<file path="config.mk">
export PLATFORM = sky130hd
export DESIGN_NAME = sram256x8_arb_ctrl
export DESIGN_NICKNAME = d
export VERILOG_FILES = /design/src/rtl/sram256x8_arb_ctrl.sv
export SDC_FILE = /design/constraint.sdc
export NUM_CORES = 1
export LEC_CHECK = 0
export ABC_AREA = 1
export CORE_MARGIN = 1
export CORE_UTILIZATION = 38
export DETAILED_ROUTE_END_ITERATION = 8
export PLACE_DENSITY = 0.81
export SLEW_MARGIN = 0
export SYNTH_ARGS = -nofsm -noshare
export SYNTH_HDL_FRONTEND = slang
export SYNTH_SLANG_ARGS = --single-unit
</file>
<file path="constraint.sdc">
create_clock -name i_clk -period 1.35 [get_ports i_clk]
set_input_delay 0.135 -clock i_clk [delete_from_list [all_inputs] [get_ports i_clk]]
set_output_delay 0.135 -clock i_clk [all_outputs]
set_load 0.02 [all_outputs]
</file>
<file path="src/rtl/sram256x8_arb_ctrl.sv">
// -----------------------------------------------------------------------------
// sram256x8_arb_ctrl
//
// Arbitrated two-requester controller for the 256x8 single-port SRAM macro
// (gf180mcu_fd_ip_sram__sram256x8m8wm1).
//
// After reset the block optionally clears every word to INIT_VALUE, then
// shares the macro between requesters A and B with round-robin arbitration.
// Every access goes through a registered command stage, so the macro pins are
// driven only by flops. Read data comes back on a fixed 3-cycle, fully
// pipelined path tagged with the requester that issued the read.
//
// Handshake: a requester raises i_x_req with its fields and holds them stable;
// o_x_gnt is combinational and the transfer completes in the cycle where
// i_x_req and o_x_gnt are both high. The requester may change fields or drop
// the request on the following cycle.
//
// Parameters
//   INIT_EN     1 = clear all 256 words after reset, 0 = skip the clear
//   INIT_VALUE  word written everywhere during the clear
//
// Ports
//   i_clk, i_rst                clock (rising edge), synchronous active-high reset
//   o_busy                      clear in progress, no grants while high
//   o_dbg_state                 FSM state (0 = INIT, 1 = RUN)
//   i_a_req / i_b_req           access request
//   i_a_we / i_b_we             1 = write, 0 = read
//   i_a_addr / i_b_addr         word address
//   i_a_wdata / i_b_wdata       write data
//   i_a_wmask / i_b_wmask       per-bit write enable, 1 = write the bit
//   o_a_gnt / o_b_gnt           combinational grant
//   o_a_rvalid / o_b_rvalid     one-cycle read-data-valid pulse
//   o_a_rdata / o_b_rdata       registered read data, holds between pulses
//   o_sram_cen                  macro chip enable, active-low
//   o_sram_gwen                 macro global write enable, active-low
//   o_sram_wen                  macro per-bit write enable, active-low
//   o_sram_a / o_sram_d         macro address / write data
//   i_sram_q                    macro read data, valid the cycle after a read
// -----------------------------------------------------------------------------
module sram256x8_arb_ctrl #(
  parameter bit         INIT_EN    = 1'b1,
  parameter logic [7:0] INIT_VALUE = 8'h00
) (
  input  logic       i_clk,
  input  logic       i_rst,
  output logic       o_busy,
  output logic       o_dbg_state,

  input  logic       i_a_req,
  input  logic       i_a_we,
  input  logic [7:0] i_a_addr,
  input  logic [7:0] i_a_wdata,
  input  logic [7:0] i_a_wmask,
  output logic       o_a_gnt,
  output logic       o_a_rvalid,
  output logic [7:0] o_a_rdata,

  input  logic       i_b_req,
  input  logic       i_b_we,
  input  logic [7:0] i_b_addr,
  input  logic [7:0] i_b_wdata,
  input  logic [7:0] i_b_wmask,
  output logic       o_b_gnt,
  output logic       o_b_rvalid,
  output logic [7:0] o_b_rdata,

  output logic       o_sram_cen,
  output logic       o_sram_gwen,
  output logic [7:0] o_sram_wen,
  output logic [7:0] o_sram_a,
  output logic [7:0] o_sram_d,
  input  logic [7:0] i_sram_q
);

  typedef enum logic {
    ST_INIT = 1'b0,
    ST_RUN  = 1'b1
  } state_t;

  state_t     r_state;
  state_t     w_state_nxt;
  logic       w_busy;

  logic [7:0] r_init_cnt;

  // Round-robin pointer: 1 means B was granted last, so A wins the next tie.
  logic       r_last_b;
  logic       w_run;
  logic       w_a_gnt;
  logic       w_b_gnt;

  // Command stage (registered macro pins)
  logic       r_sram_cen;
  logic       r_sram_gwen;
  logic [7:0] r_sram_wen;
  logic [7:0] r_sram_a;
  logic [7:0] r_sram_d;

  logic       w_cmd_cen;
  logic       w_cmd_gwen;
  logic [7:0] w_cmd_wen;
  logic [7:0] w_cmd_a;
  logic [7:0] w_cmd_d;
  logic       w_cmd_rd;
  logic       w_cmd_id;

  // Read return pipeline: stage 0 aligns with the command on the pins,
  // stage 1 aligns with i_sram_q being valid.
  logic       r_rd_v0;
  logic       r_rd_id0;
  logic       r_rd_v1;
  logic       r_rd_id1;

  logic       r_a_rvalid;
  logic       r_b_rvalid;
  logic [7:0] r_a_rdata;
  logic [7:0] r_b_rdata;

  // ---------------------------------------------------------------------------
  // FSM: state register
  // ---------------------------------------------------------------------------
  always_ff @(posedge i_clk) begin
    if (i_rst) begin
      r_state <= INIT_EN ? ST_INIT : ST_RUN;
    end else begin
      r_state <= w_state_nxt;
    end
  end

  // FSM: next state and outputs
  always_comb begin
    w_state_nxt = r_state;
    w_busy      = 1'b0;
    case (r_state)
      ST_INIT: begin
        w_busy = 1'b1;
        // The last clear write is loaded into the command stage this cycle.
        if (r_init_cnt == 8'hFF) begin
          w_state_nxt = ST_RUN;
        end
      end
      ST_RUN: begin
        w_state_nxt = ST_RUN;
      end
      default: begin
        w_state_nxt = ST_INIT;
      end
    endcase
  end

  // Clear address counter; wraps back to 0 as the FSM leaves INIT.
  always_ff @(posedge i_clk) begin
    if (i_rst) begin
      r_init_cnt <= 8'h00;
    end else if (r_state == ST_INIT) begin
      r_init_cnt <= r_init_cnt + 8'h01;
    end
  end

  // ---------------------------------------------------------------------------
  // Arbitration
  // ---------------------------------------------------------------------------
  // Grants are masked by reset directly so that nothing is granted in a reset
  // cycle even though the state register has not been updated yet.
  assign w_run   = (r_state == ST_RUN) && !i_rst;
  assign w_a_gnt = w_run && i_a_req && (!i_b_req || r_last_b);
  assign w_b_gnt = w_run && i_b_req && (!i_a_req || !r_last_b);

  always_ff @(posedge i_clk) begin
    if (i_rst) begin
      r_last_b <= 1'b1;
    end else if (w_a_gnt) begin
      r_last_b <= 1'b0;
    end else if (w_b_gnt) begin
      r_last_b <= 1'b1;
    end
  end

  // ---------------------------------------------------------------------------
  // Command selection
  // ---------------------------------------------------------------------------
  // Idle cycles deassert the enables but keep address and data, so the pins
  // only toggle when a real access is issued.
  always_comb begin
    w_cmd_cen  = 1'b1;
    w_cmd_gwen = 1'b1;
    w_cmd_wen  = 8'hFF;
    w_cmd_a    = r_sram_a;
    w_cmd_d    = r_sram_d;
    w_cmd_rd   = 1'b0;
    w_cmd_id   = 1'b0;
    if (w_busy) begin
      w_cmd_cen  = 1'b0;
      w_cmd_gwen = 1'b0;
      w_cmd_wen  = 8'h00;
      w_cmd_a    = r_init_cnt;
      w_cmd_d    = INIT_VALUE;
    end else if (w_a_gnt) begin
      w_cmd_cen = 1'b0;
      w_cmd_a   = i_a_addr;
      if (i_a_we) begin
        w_cmd_gwen = 1'b0;
        w_cmd_wen  = ~i_a_wmask;
        w_cmd_d    = i_a_wdata;
      end else begin
        w_cmd_rd = 1'b1;
        w_cmd_id = 1'b0;
      end
    end else if (w_b_gnt) begin
      w_cmd_cen = 1'b0;
      w_cmd_a   = i_b_addr;
      if (i_b_we) begin
        w_cmd_gwen = 1'b0;
        w_cmd_wen  = ~i_b_wmask;
        w_cmd_d    = i_b_wdata;
      end else begin
        w_cmd_rd = 1'b1;
        w_cmd_id = 1'b1;
      end
    end
  end

  always_ff @(posedge i_clk) begin
    if (i_rst) begin
      r_sram_cen  <= 1'b1;
      r_sram_gwen <= 1'b1;
      r_sram_wen  <= 8'hFF;
      r_sram_a    <= 8'h00;
      r_sram_d    <= 8'h00;
    end else begin
      r_sram_cen  <= w_cmd_cen;
      r_sram_gwen <= w_cmd_gwen;
      r_sram_wen  <= w_cmd_wen;
      r_sram_a    <= w_cmd_a;
      r_sram_d    <= w_cmd_d;
    end
  end

  // ---------------------------------------------------------------------------
  // Read return path
  // ---------------------------------------------------------------------------
  // Reset clears every valid bit, so reads in flight at reset never return.
  always_ff @(posedge i_clk) begin
    if (i_rst) begin
      r_rd_v0    <= 1'b0;
      r_rd_id0   <= 1'b0;
      r_rd_v1    <= 1'b0;
      r_rd_id1   <= 1'b0;
      r_a_rvalid <= 1'b0;
      r_b_rvalid <= 1'b0;
      r_a_rdata  <= 8'h00;
      r_b_rdata  <= 8'h00;
    end else begin
      r_rd_v0    <= w_cmd_rd;
      r_rd_id0   <= w_cmd_id;
      r_rd_v1    <= r_rd_v0;
      r_rd_id1   <= r_rd_id0;
      r_a_rvalid <= r_rd_v1 && !r_rd_id1;
      r_b_rvalid <= r_rd_v1 && r_rd_id1;
      if (r_rd_v1 && !r_rd_id1) begin
        r_a_rdata <= i_sram_q;
      end
      if (r_rd_v1 && r_rd_id1) begin
        r_b_rdata <= i_sram_q;
      end
    end
  end

  // ---------------------------------------------------------------------------
  // Outputs
  // ---------------------------------------------------------------------------
  assign o_busy      = w_busy;
  assign o_dbg_state = r_state;
  assign o_a_gnt     = w_a_gnt;
  assign o_b_gnt     = w_b_gnt;
  assign o_a_rvalid  = r_a_rvalid;
  assign o_b_rvalid  = r_b_rvalid;
  assign o_a_rdata   = r_a_rdata;
  assign o_b_rdata   = r_b_rdata;
  assign o_sram_cen  = r_sram_cen;
  assign o_sram_gwen = r_sram_gwen;
  assign o_sram_wen  = r_sram_wen;
  assign o_sram_a    = r_sram_a;
  assign o_sram_d    = r_sram_d;

endmodule

</file>
==> results by group <==
STA
  • Skew final: around 8.5 ps
  • Final worst setup slack: -52.5 ps
  • Fmax: approximately 700 MHz
  • Slew Viols, Final: 0
  • Final hold viol count: 0
  • Crit share post-route: 1.04
  • Slew Limit Headroom: 0.751
  • Setup violations, final: 9
  • Hold slack: slightly above 400 ps
  • RSZ-0062 raised after global routing: true
  • Period minus WS final: about 1400 ps
  • Worst-Margin Slew: approximately 370 ps

Clocking
  • Post-CTS Hold Buffers: 0
  • CTS tree: yes
  • # clock sinks: 58
  • Clk_lat worst skew: between 300 and 400 ps
  • Clk slew on worst S/H paths: roughly 60 ps
  • Clock Path Buffers: 2
  • H-tree depth: 3
  • Inserted Clock Buffers: 9
  • Clock Root Buffer: clkbuf_8

Synth
  • Area share of the largest cell type after synthesis: 0.470
  • #FFs+latches synth: 58
  • Top-count cell post-synth: nor2_1
  • Mapped Cells: 340
  • Syn_area_per_cell: 7.26 µm²
  • Distinct cells, synth: 30
  • Yosys warns: 0
  • Top post-synthesis cells by area: dfxtp_1 47%, nor2_1 14%, nand2_1 9.9%, o21ai_0 6.5%, nand3_1 5.7%
  • Synth cell count leaders: 91 x nor2_1, 65 x nand2_1, 58 x dfxtp_1, 32 x o21ai_0, 28 x nand3_1
  • Post-Syn Area: ~2500 µm²
  • Yosys top cell by area: dfxtp_1
  • Most used flip-flop cell after synthesis: dfxtp_1
  • Synthesized Nets: about 400
  • Sequential fraction of the synthesis area: 0.470
  • Synthesized-area fraction occupied by adder cells: 0.00507
  • Async S/R FF share, synth: 0
  • Main combinational cell family by area after synthesis: simple AND/OR/NAND/NOR gates
  • Post-Synth Simple-Gate Area: 0.348
  • Post-synthesis compound-gate area fraction: 0.111
  • EDFF count, synth: 0
  • Post-synthesis xor/xnor area fraction: 0
  • Post-synthesis mux area share: 0

Layout
  • Fin cells: roughly 560
  • Diode count: 0
  • Final #Nets: 545
  • Layout cells sized above 1: 0.181
  • Area added between synthesis and finish: 67.1%

Global routing
  • Overflow after GRT: 0
  • Largest net degree at the start of global routing: ~40
  • Antenna violations before repair: 0
  • Vias in the first global route: 2423
  • Tot GR Track Use: 0.208
  • First-pass GRT wire length: about 10000 µm

Floorplan
  • Core ar.: ~6300 µm²
  • Die Ht: between 80 and 90 µm
  • IO Pins: 110
  • Full die area: 6830 µm²
  • Row cnt: 29
  • Die width: 82.6 µm
  • Initial core utilization: 0.391

Detailed routing
  • Final ANT Viol Nets: 0
  • Vias: ~2700
  • Initial DRC count: 82
  • WL/cell: around 13 µm
  • Routed vias/inst: slightly below 5
  • 1st-pass router iterations: 4
  • Drt total wl: about 7300 µm
  • Residual DRC: 0

Place
  • Placed Cells: ~540
  • Final Wtd Congestion: 0.789
  • Hpwl dp: 4980 µm
  • Port Buf Inserts: roughly 110

Power and ir drop
  • Pwr per Cell Area: 857 nW/µm²
  • Leak Pwr: between 1.5 and 2 nW
  • Worst vdd ir: roughly 560 µV

Worst setup path
  • Max FO, Critical Path: 8
  • CP endpoint kind: flop
  • Max stage delay on crit path: between 300 and 400 ps
  • CP cell instances: buf_4 -> nand4_2 -> buf_6 -> nand3_4 -> clkbuf_16 -> o21ai_0 -> nor2_1
  • Critical path required time: 1570 ps
  • Startpoint Class: flop
  • CP max-delay cell: dfxtp_4
  • Setup CP Type: flop to flop
  • Worst path arrival time: approximately 1600 ps

Hold path
  • Worst hold path type: flop to flop

Run status
  • Status: finished, violations left
  • Violated checks: setup timing

Run
  • Max-Cap Viols: 0
routing by layer:
metal  global-route usage  routed length [µm]  vias up
met4                0.122                 172        0
met2                0.346                3480      123
met1                0.233                3030     1200
met5                    0                   0        -
met3               0.0648                 625       17
li1                     -                   -     1376
per-stage QoR:
stage | setup TNS [ps] | util | area [µm²] | power [mW] | worst slack (ps)
2_1_floorplan | -800 | - | 2490 | 1.91 | -53.3
3_3_place_gp | -10680 | 0.609 | 3840 | 2.16 | -434
3_5_place_dp | -11840 | 0.609 | 3840 | 2.17 | -475
4_1_cts | -258 | 0.638 | 4030 | 3.55 | -45.7
5_1_grt | -1650 | 0.654 | 4130 | 3.67 | -161
6_report | -226 | 0.654 | 4130 | 3.53 | -52.5
timing repair:
action | 4_1_cts | 5_1_grt
pin swaps | 5 | 8
gates resized for setup | 78 | 22
gates cloned | 1 | 1
endpoints found under the setup margin | 66 | 21
buffers inserted | 2 | 1
layout make-up:
| class | count | area (µm²) |
|---|---|---|
| Fill cell | 552 | 2190 |
| Timing Repair Buffer | 145 | 1380 |
| Multi-Input combinational cell | 250 | 1230 |
| Sequential cell | 58 | 1170 |
| Clock buffer | 12 | 155 |
| Tap cell | 77 | 96.3 |
| Inverter | 18 | 82.6 |
| Clock inverter | 3 | 15.0 |
cell families (layout without fill, tap and decap cells):
| family | Yosys count | after routing |
|---|---|---|
| fa+ha+maj | 1 | 1 |
| buf+inv | 33 | 178 |
| compound gates | 50 | 50 |
| flops | 58 | 58 |
| simple gates | 198 | 199 |
where the power goes:
group          switching (mW)  internal, mW  leakage, nW  total, mW
clock network           0.663         0.746       0.0920       1.41
registers              0.0149          1.74        0.472       1.75
logic                   0.150         0.223         1.40      0.373
total                   0.827          2.71         1.96       3.53
worst paths after layout:
path                                  start     endpoint  slack [ps]  cells after the start
worst max-delay path            o_dbg_state  o_sram_a[2]         -50                      7
worst max register to register  o_dbg_state  o_sram_a[2]         -50                      7
worst min-delay path               r_rd_id0     r_rd_id1         410                      2
worst min register to register     r_rd_id0     r_rd_id1         410                      2
registers in the layout (all words and copies together) (netlist names):
register,flops
o_a_rdata,8
o_a_rvalid,1
o_b_rdata,8
o_b_rvalid,1
o_dbg_state,1
o_sram_a,8
o_sram_cen,1
o_sram_d,8
o_sram_gwen,1
o_sram_wen,8
r_init_cnt,8
r_last_b,1
r_rd_id0,1
r_rd_id1,1
r_rd_v0,1
r_rd_v1,1
placed cells by master, fill, tap and decap left out, types with 3 or more instances in the layout:
cell | netlist | routed
nor2_1 | 91 | 78
a21oi_1 | 5 | 4
nand2_1 | 65 | 61
clkinv_2 | 0 | 3
nand4_1 | 3 | 3
o21ai_1 | 3 | 6
buf_12 | 0 | 4
o21bai_1 | 7 | 7
nor2_2 | 0 | 10
dlygate4sd2_1 | 0 | 45
nand3_1 | 28 | 27
nor2_4 | 0 | 3
nand2_2 | 1 | 5
buf_6 | 3 | 3
dfxtp_1 | 58 | 56
inv_1 | 13 | 13
buf_4 | 3 | 30
clkbuf_8 | 0 | 11
o21ai_0 | 32 | 29
clkdlybuf4s50_1 | 0 | 60
critical path, delay by kind of cell, from the launching register on:
family	cells	cell delay, ps
flip-flops	1	360
AO/OA/AOI/OAI	1	180
buffers and inverters	3	440
AND/OR/NAND/NOR	3	310
(Power assumes the default switching activity.)
